$ cat config.mk
export PLATFORM = sky130hd
export DESIGN_NAME = avalon_timer_ctrl
export DESIGN_NICKNAME = d
export VERILOG_FILES = /design/src/rtl/avalon_timer_ctrl.sv
export SDC_FILE = /design/constraint.sdc
export NUM_CORES = 1
export LEC_CHECK = 0
export ABC_CLOCK_PERIOD_IN_PS = 8400
export CAP_MARGIN = 15
export CELL_PAD_IN_SITES_DETAIL_PLACEMENT = 0
export CELL_PAD_IN_SITES_GLOBAL_PLACEMENT = 1
export CORE_MARGIN = 3
export CORE_UTILIZATION = 35
export CTS_BUF_LIST = sky130_fd_sc_hd__clkbuf_4
export DETAILED_ROUTE_END_ITERATION = 8
export GPL_TIMING_DRIVEN = 0
export PLACE_DENSITY_LB_ADDON = 0.1
export SYNTH_ARGS = -nofsm -noshare
export SYNTH_HDL_FRONTEND = slang
export SYNTH_SLANG_ARGS = --single-unit
export TNS_END_PERCENT = 100
$ cat constraint.sdc
create_clock -name clock -period 8.4 [get_ports clock]
set_clock_uncertainty 0.1 [all_clocks]
set_input_delay 2.52 -clock clock [delete_from_list [all_inputs] [get_ports clock]]
set_output_delay 2.52 -clock clock [all_outputs]
set_load 0.01 [all_outputs]
$ cat src/rtl/avalon_timer_ctrl.sv
`default_nettype none
// +----------------------------------------------------------------------------+
// | Module   : avalon_timer_ctrl                                               |
// | Purpose  : Sequencing controller for the 32-bit Avalon-MM timer. Runs a    |
// |            prescaled down-counter (one-shot or periodic reload), writes    |
// |            the live count back to the slave's read-only register and       |
// |            raises a level interrupt on expiry.                             |
// | Ports    : clock    - system clock, rising edge                            |
// |            reset    - asynchronous active-high reset                       |
// |            ctrl     - [0] EN, [1] MODE (1 periodic), [2] IE, [3] IACK       |
// |            period   - reload value N (N+1 ticks per expiry)                |
// |            prescale - prescaler compare P, bits [PRESCALE_W-1:0]           |
// |            data     - count value for the slave's read-only register       |
// |            we       - one-cycle write strobe qualifying data               |
// |            status   - {flag, done, run}                                    |
// |            irq      - level interrupt, flag & IE                           |
// | Options  : AVALON_TIMER_CTRL_PRESCALER_EN builds the prescaler; without it |
// |            the counter ticks every RUN cycle and prescale is ignored.      |
// | Revision : 1.0 - initial release                                          |
// +----------------------------------------------------------------------------+
module avalon_timer_ctrl #(
  parameter int PRESCALE_W = 16
) (
  input  logic        clock,
  input  logic        reset,
  input  logic [31:0] ctrl,
  input  logic [31:0] period,
  input  logic [31:0] prescale,
  output logic [31:0] data,
  output logic        we,
  output logic [2:0]  status,
  output logic        irq
);

  typedef enum logic [1:0] {
    IDLE = 2'd0,
    RUN  = 2'd1,
    DONE = 2'd2
  } state_t;

  state_t      r_state, w_state_nxt;
  logic [31:0] r_count, w_count_nxt;
  logic [31:0] r_data;
  logic        r_we;
  logic        r_flag, w_flag_nxt;
  logic        r_en_q;
  logic        r_iack_q;
  logic        w_wr;
  logic        w_start;
  logic        w_stop;
  logic        w_tick;
  logic        w_pcnt_hit;
  logic        w_unused;

  // Only EN, MODE, IE and IACK are meaningful; the rest of ctrl and any
  // prescale bits above the compare field are deliberately ignored.
  assign w_unused = ^{ctrl[31:4], prescale};

`ifdef AVALON_TIMER_CTRL_PRESCALER_EN
  logic [PRESCALE_W-1:0] r_pcnt, w_pcnt_nxt;
  assign w_pcnt_hit = (r_pcnt == prescale[PRESCALE_W-1:0]);
`else
  logic [PRESCALE_W-1:0] w_unused_psc;
  assign w_unused_psc = prescale[PRESCALE_W-1:0];
  assign w_pcnt_hit   = 1'b1;
`endif

  // EN is level-sensitive for stop but edge-sensitive for start, so an EN held
  // high after a one-shot completes does not retrigger the timer.
  assign w_start = ctrl[0] & ~r_en_q & (r_state != RUN);
  assign w_stop  = ~ctrl[0] & (r_state == RUN);
  assign w_tick  = (r_state == RUN) & ~w_stop & w_pcnt_hit;

  always_comb begin
    w_state_nxt = r_state;
    w_count_nxt = r_count;
    w_flag_nxt  = r_flag;
    w_wr        = 1'b0;
`ifdef AVALON_TIMER_CTRL_PRESCALER_EN
    w_pcnt_nxt  = r_pcnt;
`endif

    // IACK edge clears first so that a coincident expiry below overrides it.
    if (ctrl[3] && !r_iack_q) begin
      w_flag_nxt = 1'b0;
    end

    case (r_state)
      IDLE, DONE: begin
        if (w_start) begin
          w_state_nxt = RUN;
          w_count_nxt = period;
          w_wr        = 1'b1;
`ifdef AVALON_TIMER_CTRL_PRESCALER_EN
          w_pcnt_nxt  = '0;
`endif
        end
      end
      RUN: begin
        if (w_stop) begin
          w_state_nxt = IDLE;
        end else if (w_tick) begin
`ifdef AVALON_TIMER_CTRL_PRESCALER_EN
          w_pcnt_nxt = '0;
`endif
          if (r_count != 32'd0) begin
            w_count_nxt = r_count - 32'd1;
            w_wr        = 1'b1;
          end else begin
            // Expiry: zero is terminal, so the decrement can never wrap.
            w_flag_nxt = 1'b1;
            if (ctrl[1]) begin
              w_count_nxt = period;
              w_wr        = 1'b1;
            end else begin
              w_state_nxt = DONE;
            end
          end
        end else begin
`ifdef AVALON_TIMER_CTRL_PRESCALER_EN
          w_pcnt_nxt = r_pcnt + 1'b1;
`endif
        end
      end
      default: begin
        w_state_nxt = IDLE;
      end
    endcase
  end

  always_ff @(posedge clock or posedge reset) begin
    if (reset) begin
      r_state  <= IDLE;
      r_count  <= 32'd0;
      r_data   <= 32'd0;
      r_we     <= 1'b0;
      r_flag   <= 1'b0;
      r_en_q   <= 1'b0;
      r_iack_q <= 1'b0;
`ifdef AVALON_TIMER_CTRL_PRESCALER_EN
      r_pcnt   <= '0;
`endif
    end else begin
      r_state  <= w_state_nxt;
      r_count  <= w_count_nxt;
      r_flag   <= w_flag_nxt;
      r_en_q   <= ctrl[0];
      r_iack_q <= ctrl[3];
      r_we     <= w_wr;
      if (w_wr) begin
        r_data <= w_count_nxt;
      end
`ifdef AVALON_TIMER_CTRL_PRESCALER_EN
      r_pcnt   <= w_pcnt_nxt;
`endif
    end
  end

  assign data   = r_data;
  assign we     = r_we;
  assign status = {r_flag, (r_state == DONE), (r_state == RUN)};
  assign irq    = r_flag & ctrl[2];

endmodule
`default_nettype wire
### Yosys cells after proc, flatten, opt, wreduce, memory -nomap -nowiden

Cells that the tools add are included.

| operators by class | value |
|---|---|
| $add $sub $neg | 1 |
| eq/ne operators | 7 |
| mux-type cells | 23 |
| bitwise logic cells | 8 |
| reductions and logical operators | 6 |

Operator list:

| cell | number |
|---|---|
| $mux 32 | 5 |
| $pmux 32 s2 | 1 |
| $reduce_bool 32->1 | 1 |
| $sub 32x1->32 const B | 1 |
| $mux 1 | 10 |
| $mux 2 | 5 |
| $and 1x1->1 | 5 |
| $pmux 2 s2 | 1 |
| $reduce_and 4->1 | 1 |
| $ne 3x1->1 const B | 1 |
| $ne 3x2->1 const B | 1 |
| $ne 3x3->1 const B | 1 |
| $not 1->1 | 3 |
| $eq 2x1->1 const B | 1 |
| $eq 2x2->1 const B | 1 |
| $logic_not 2->1 | 1 |
| $ne 2x1->1 const B | 1 |
| $ne 2x2->1 const B | 1 |
| $pmux 1 s2 | 1 |
| $reduce_or 2->1 | 1 |
| $logic_and 1x1->1 | 1 |
| $logic_not 1->1 | 1 |

| word-level totals | value |
|---|---|
| register bits | 70 |
| input bits | 98 |
| output and inout port bits | 37 |
| word-level logic and storage cells | 52 |

### Logic depth before layout (Yosys ltp)

| depth | value |
|---|---|
| word-level depth | 7 |
| gate-level depth with buffers | 11 |
| gate-level depth less buffers | 9 |

### Least setup slack after synthesis

Ideal clock, no wire load.

| timing path | value |
|---|---|
| path kind | input port to output port |
| from | in ctrl[2] |
| to | out irq |
| arrival | 2666 ps |
| data required time | 5780 ps |
| setup slack | 3114 ps |
| stages on the path | 1 |
| buffers on the path | 0 |
| cell sequence | and2_1 |

| between the ends | value |
|---|---|
| cells in the longest elaborated chain, start to end | 1 |

Ends and longest elaborated chain:

| item | line | source |
|---|---|---|
| start: declaration | 26 | `input logic [31:0] ctrl,` |
| $and 1x1->1 | 162 | `assign irq = r_flag & ctrl[2];` |
| end: declaration | 32 | `output logic irq` |

No other way between the ends.

### Final worst setup path

Same ends and word-level chain as after synthesis.

==> flow_summary.json <==
{
  "rr_worst_depth": 7,
  "min_period_ns": 6.23,
  "grt_pass1_vias": 3961,
  "num_rows": 38,
  "finalCritPeriodShare_pct": 74.2,
  "crit_type": "in2out",
  "overflow": 0,
  "cts_sinks": 70,
  "initial_core_util_pct": 36.7,
  "maxCapViolations": 0,
  "r2r_end": "data[6]$_DFFE_PP0P_",
  "ir_drop_mv": 0.0815,
  "routabilityCongestion": 0.927,
  "synthDistinctLibCells": 58,
  "min_path_type": "reg2reg",
  "syn_area_mm2": 0.00408,
  "numPortBuffers": 73,
  "drive_above_1_share_pct": 8.17,
  "cts_tree": "yes",
  "postCtsResizedCells": 0,
  "grt_max_degree": 57,
  "setup_tns_ns": 0,
  "syn_inst": 461,
  "dp_hpwl_um": 10300,
  "grt_pass1_wl_um": 22600,
  "clockBufferDepth": 2,
  "wl_per_cell_um": 20.8,
  "insertion_delay_ns": 0.46,
  "async_reset_ff_share_pct": 100,
  "coreArea_mm2": 0.0111,
  "crit_start": "ctrl[2]",
  "die_x_um": 114,
  "seq_area_frac_synth_pct": 43.0,
  "reg2reg_slack_ns": 4.78,
  "routed_wl_um": 14300,
  "critPathCaptureType": "output port",
  "die_area_mm2": 0.0130,
  "syn_area_per_cell_um2": 8.85,
  "synth-edff-count": 0,
  "drv_slew": 0,
  "cts_root_buf": "clkbuf_4",
  "diodes": 0,
  "max_freq_mhz": 160,
  "dr_total_vias": 3959,
  "dieHeight_um": 114,
  "grt.total_usage_pct": 23.1,
  "post_cts_buffers": 0,
  "yosys_warnings": 0,
  "critical_path.max_stage_delay_ns": 0.52,
  "cp_slowest_cell": "clkdlybuf4s50_1",
  "synth-seq-cells": 70,
  "worstPathArrival_ns": 3.61,
  "rsz0062_at_grt": "no",
  "hold_violations": 0,
  "ys.flop_type": "dfrtp_1",
  "path_max_fanout": 1,
  "finalInstanceArea_mm2": 0.00512,
  "viasPerCell": 5.73,
  "place_area_mm2": 0.00502,
  "required_ns": 5.78,
  "cp_common_cell": "clkdlybuf4s50_1",
  "place_ws_ns": 2.17,
  "area_growth_pct": 25.6,
  "antenna_left": 0,
  "p_leak_nw": 2.15,
  "finalSetupViolations": 0,
  "h-tree-depth": 3,
  "tightest_slew_ns": 1.14,
  "worstPathCellList": "clkdlybuf4s50_1 -> and2_1 -> clkdlybuf4s50_1",
  "slew_headroom_pct": 23.2,
  "worst_slack_ns": 2.17,
  "dr.pass1.iters": 5,
  "initialDrtViolationCount": 269,
  "critical_path.startpoint_type": "input pin",
  "cts_hold_buf": 0,
  "clk_pin_slew_worst_paths_ns": 0.10,
  "syn_nets": 561,
  "antenna_found_initial": 0,
  "io-pin-count": 135,
  "drc": 0,
  "cts_buffers": 9,
  "p_per_area_mw_per_mm2": 212,
  "critPathCapture": "irq",
  "outcome": "finished clean",
  "r2r_start": "r_count[10]$_DFF_PP0_",
  "layout.nets": 647
}
==> worst min-delay path by stage <==
stage	endpoint	depth (start not counted)	start
6_report	r_flag$_DFF_PP0_	2	r_iack_q$_DFF_PP0_
5_1_grt	data[24]$_DFFE_PP0P_	2	data[24]$_DFFE_PP0P_
4_1_cts	data[13]$_DFFE_PP0P_	1	data[13]$_DFFE_PP0P_
3_5_place_dp	data[24]$_DFFE_PP0P_	2	data[24]$_DFFE_PP0P_
3_3_place_gp	data[2]$_DFFE_PP0P_	1	data[2]$_DFFE_PP0P_
2_1_floorplan	r_flag$_DFF_PP0_	2	r_iack_q$_DFF_PP0_
==> cell usage in the layout, fill, tap and decap left out, drive strengths merged, types with 10 or more instances in the layout <==
cell type,count
o21ai,26
nor4,15
clkbuf,38
a21oi,24
nor2,48
dfrtp,70
nand3,12
buf,13
inv,10
mux2,11
a31oi,11
nor3,22
nand2,46
a221oi,11
clkdlybuf4s50,73
==> per-layer routing <==
layer  vias up  track usage, %  part of all wire, %
met4         0            11.2                  3.0
met2       161            35.3                   45
met1      1880            31.5                   45
li1       1888               -                    -
met5         -               0                    0
met3        30            4.19                  6.6
==> per-stage QoR <==
| step | power, mW | std cells | utilization, % | hold WS (ns) |
|---|---|---|---|---|
| final | 1.08 | 691 | 46.0 | 0.385 |
| after global routing | 1.16 | 691 | 46.0 | 0.425 |
| after CTS | 1.10 | 691 | 46.0 | 0.393 |
| after detailed placement | 0.900 | 676 | 45.1 | 0.362 |
| after global placement | 0.894 | 674 | 44.8 | 0.359 |
| after floorplan | 0.711 | 461 | - | 0.342 |
==> cell type report <==
class	count	area [um2]
Sequential cell	70	1750
Clock buffer	12	90.1
Timing Repair Buffer	75	763
Buffer	37	178
Multi-Input combinational cell	344	2110
Inverter	10	40.0
Clock inverter	3	12.5
Fill cell	1161	6000
Tap cell	140	175
==> sequential cells by signal (all words and copies together) (netlist names) <==
| name | count |
|---|---|
| r_count | 32 |
| r_en_q | 1 |
| we | 1 |
| data | 32 |
| r_iack_q | 1 |
| r_state | 2 |
| r_flag | 1 |
==> logic make-up (layout without fill, tap and decap cells) <==
family / count (synthesis) / after routing / share of synthesized area (%)
adders and majority gates: 2 / 2 / 0.614
xor gates and xnor gates: 13 / 13 / 2.79
muxes: 11 / 11 / 3.13
and+or+nand+nor: 191 / 191 / 23.6
AOI/OAI and AO/OA: 127 / 127 / 21.6
DFF: 70 / 70 / 43.0
buffers and inverters: 47 / 137 / 5.28
==> power by group <==
part | leakage, nW | total [mW] | internal (mW) | switching (mW)
sequential | 0.887 | 0.468 | 0.406 | 0.0624
combinational | 1.20 | 0.428 | 0.198 | 0.229
clock | 0.0623 | 0.189 | 0.0670 | 0.122
==> cells in the mapped netlist (4+ instances only) <==
master | count | area [um2]
dfrtp_1 | 70 | 1750
nor2_1 | 48 | 180
nand2_1 | 46 | 173
clkbuf_1 | 26 | 97.6
o21ai_0 | 26 | 130
a21oi_1 | 24 | 120
nor3_1 | 21 | 105
nor4_1 | 15 | 93.8
nand3_1 | 12 | 60.1
a221oi_1 | 11 | 96.3
a31oi_1 | 11 | 68.8
mux2_2 | 10 | 113
a21o_1 | 9 | 67.6
inv_1 | 9 | 33.8
nand4_1 | 9 | 56.3
or3_1 | 9 | 56.3
a221o_1 | 7 | 70.1
and2_1 | 7 | 43.8
o21a_1 | 7 | 52.6
xnor2_1 | 7 | 61.3
xor2_1 | 6 | 52.6
or4_1 | 5 | 37.5
a22oi_1 | 4 | 30.0
buf_2 | 4 | 20.0
o211ai_1 | 4 | 30.0
==> critical path, delay by kind of cell <==
kind	cells	cell delay (ns)
buffers and inverters	2	0.98
AND/OR/NAND/NOR	1	0.11
Power figures use the tool's default switching activity.
==> patch 1: new RTL, same settings <==
Add a define of `AVALON_TIMER_CTRL_PRESCALER_EN`.
--- a/src/rtl/avalon_timer_ctrl.sv
+++ b/src/rtl/avalon_timer_ctrl.sv
@@ -19,4 +19,6 @@
 // | Revision : 1.0 - initial release                                          |
 // +----------------------------------------------------------------------------+
+`define AVALON_TIMER_CTRL_PRESCALER_EN
+
 module avalon_timer_ctrl #(
   parameter int PRESCALE_W = 16
Formal check against the unedited RTL: not equivalent (a bounded check fails within 4 cycles, from zero or initial values and one cycle with reset high).
==> patch 1 against the original RTL <==
Core utilization shrank 1.3 points; synthesized cell count rose by 28%; final area rose by 27%; critical path type unchanged; total power is 12% higher; setup slack better by 0.017 ns; highest routed layer unchanged; area after synthesis up 29%; sequential cell count up 16; routed wire length grew 25%.
==> patch 1: results <==
run_status:
  status: "completed"
clocking:
  clk_path_buf_depth: 2
  clkSlewWorstSetupHoldPaths_ns: 0.14
  cts_setup_buffers: 0
  numCtsBuffers: 9
  clock_latency_ns: 0.48
detailed_routing:
  wl_met1_um: 8520
  vias: 4922
  drtPass1Iterations: 5
  wl_um: 17900
  wl_per_cell_um: 20.4
  drtIter0Drc: 353
  dr_wl_met3_um: 885
  route.met2.wl_um: 8140
job:
  max-cap-violations: 0
yosys:
  avgSynthCellArea_um2: 8.92
  muxShareOfSynthArea_pct: 4.12
  synthTopCellsByCount: "86 x dfrtp_1, 82 x nor2_1, 47 x nand2_1"
  synthAdderAreaFrac_pct: 0.477
  synth_xor_area_share_pct: 4.84
  synthesis.nets: 689
  seq_area_frac_synth_pct: 41.0
  ys_top_cells_by_area: "dfrtp_1 41%, nor2_1 5.9%, nand2_1 3.4%"
  synth_cell_types: 66
  synth_compound_area_share_pct: 21.6
setup_path:
  cp_data_arrival_time_ns: 3.59
  rr_worst_depth: 10
placement:
  place_area_um2: 6400
  hpwl_um: 13100
  dpl.cell_count: 863
  portBuffers: 89
  place_ws_ns: 2.18
  gp_congestion: 0.919
power_and_ir_drop:
  total_power_w: 0.00121
  power_density_nw_per_um2: 186
  pg_comb_w: 0.000419
  vdd_drop_max_uv: 84.8
  p_sw_w: 0.000435
  p_leak_nw: 2.56
  p_seq_w: 0.000570
global_route:
  antenna_found_initial: 1
  grt_use_total_pct: 22.2
  met1_usage_pct: 32.2
  grt_pass1_vias: 4778
  grt_use_met3_pct: 2.95
  use_met2_pct: 34.0
  grt_max_degree: 58
  grt_first_pass_wirelength_um: 28000
layout:
  num-fill-cells: 1480
  final_layout_size_suffix_gt1_share_pct: 10.5
  nets: 790
timing:
  worst_pin_slew_ns: 0.788
  setup_viol: 0
hold_path:
  whs_path_depth: 1
==> patch 1: cell count changes after synthesis, moves of 8 or more <==
cell	before	now
dfrtp_1	70	86
nor2_1	48	82
a21oi_1	24	32
a21oi_2	0	8
xnor2_1	7	20
nor4_1	15	5
==> patch 1: path summary, 6_finish.rpt <==
check / start / endpoint / slack (ns)
setup reg to reg: r_count[0] / r_count[27] / 4.97
max in group asynchronous: reset / r_count[11] / 5.29
setup / recovery: ctrl[2] / irq / 2.19
min in group asynchronous: reset / data[0] / 2.27
hold / removal: data[12] / data[12] / 0.40
hold reg to reg: data[12] / data[12] / 0.40
==> patch 1: worst max-delay path, delay by kind of cell <==
family | cells | cell delay (ns)
simple gates | 1 | 0.11
buf+inv | 2 | 0.97
==> patch 1: layout make-up <==
type	count	share of cell area, %
multi-input combinational	448	43.5
sequential	86	33.0
timing repair buffer	90	14.1
tap	184	3.53
buffer	39	3.09
clock buffer	10	1.15
inverter	16	0.998
clock inverter	6	0.595
antenna	1	0.0384
==> patch 2: new RTL, same settings <==
Without the edit above. Reset style: synchronous (`reset`), changed in one clocked block. Comments in the files are not updated.
--- a/src/rtl/avalon_timer_ctrl.sv
+++ b/src/rtl/avalon_timer_ctrl.sv
@@ -129,5 +129,5 @@
   end
 
-  always_ff @(posedge clock or posedge reset) begin
+  always_ff @(posedge clock) begin
     if (reset) begin
       r_state  <= IDLE;
Formal check against the unedited RTL: differs if reset is asserted again (counterexample within 4 cycles, from zero or initial values and one cycle with reset high); with reset held inactive, the same outputs for 4 cycles.
==> patch 2 against the original RTL <==
Area after synthesis up 4.2%; highest routed layer unchanged; combinational power shrank 20%; first-iteration DRC count increased by 100%; sequential cell count is the same; setup slack improved by 0.011 ns; final area rose by 2.7%; die area grew 4.0%; routed wire length grew 17%; total power decreased by 15%.
==> patch 2: results <==
detailed_routing:
  wl_per_cell_um: 22.0
  drtIter0Drc: 550
  vias: 4642
global_route:
  grt_max_degree: 13
  grt_first_pass_wirelength_um: 25800
  grt_pass1_vias: 4261
placement:
  hpwl_um: 12300
  gp_congestion: 0.936
  portBuffers: 72
setup_path:
  cp_data_arrival_time_ns: 3.60
power_and_ir_drop:
  p_sw_w: 0.000364
  power_density_nw_per_um2: 175
  clkPwrFrac_pct: 21.0
  vdd_drop_max_uv: 72.0
  pwr-share-seq_pct: 41.8
timing:
  worst_pin_slew_ns: 1.13
yosys:
  synthesis.nets: 632
  synth_cell_types: 73
  seq_area_frac_synth_pct: 33.0
  synth_compound_area_share_pct: 28.3
  ys_top_cells_by_area: "dfxtp_1 33%, a211oi_1 6.9%, nor2_1 6.4%"
  synthTopCellsByCount: "73 x nor2_1, 70 x dfxtp_1, 39 x a211oi_1"
layout:
  num-fill-cells: 1175
  final_layout_size_suffix_gt1_share_pct: 9.19
  n_all_buffers: 122
  clkCellAreaFrac_pct: 2.07
run_status:
  status: "completed"
clocking:
  clock_latency_ns: 0.48
==> patch 2: cell types whose count changed in the layout (fill, tap and decap cells not counted), moves of 6 or more <==
| cell | before | now |
|---|---|---|
| dfrtp_1 | 70 | 0 |
| dfxtp_1 | 0 | 70 |
| a211oi_1 | 3 | 39 |
| nor2_1 | 48 | 73 |
| nor3_1 | 21 | 34 |
| nand2_1 | 46 | 36 |
| a21o_1 | 9 | 1 |
| mux2_2 | 10 | 2 |
| o21a_1 | 7 | 1 |
==> patch 2: kinds of logic after synthesis <==
family                   Yosys count
AND/OR/NAND/NOR                  224
buffers and inverters             60
adder cells (fa/ha/maj)            2
multiplexers                       7
XOR/XNOR                           8
AO/OA/AOI/OAI                    161
flip-flops                        70
==> patch 2: per-stage QoR <==
step	worst slack, ns	utilization [%]	hold WS [ns]	instance area [µm²]	std cells
floorplan	3.11	-	0.363	4250	532
global placement	2.18	44.1	0.347	5150	747
detailed placement	2.17	44.1	0.354	5150	747
CTS	2.17	45.1	0.376	5260	763
global route	2.14	45.1	0.397	5260	763
finish	2.18	45.1	0.368	5260	763
==> patch 2: layer usage <==
| metal | up-vias | routed length, µm | GRT usage (%) |
|---|---|---|---|
| li1 | 2183 | - | - |
| met1 | 2238 | 8420 | 39.2 |
| met2 | 187 | 7050 | 36.3 |
| met3 | 34 | 899 | 3.47 |
| met4 | 0 | 424 | 9.67 |
| met5 | - | 0 | 0 |
==> patch 2: path summary, 6_finish.rpt <==
kind | start | endpoint | slack [ns] | cells after the start
setup / recovery | ctrl[2] | irq | 2.18 | 3
hold / removal | data[19] | data[19] | 0.37 | 2
setup reg to reg | r_count[1] | data[31] | 4.83 | 9
hold reg to reg | data[19] | data[19] | 0.37 | 2
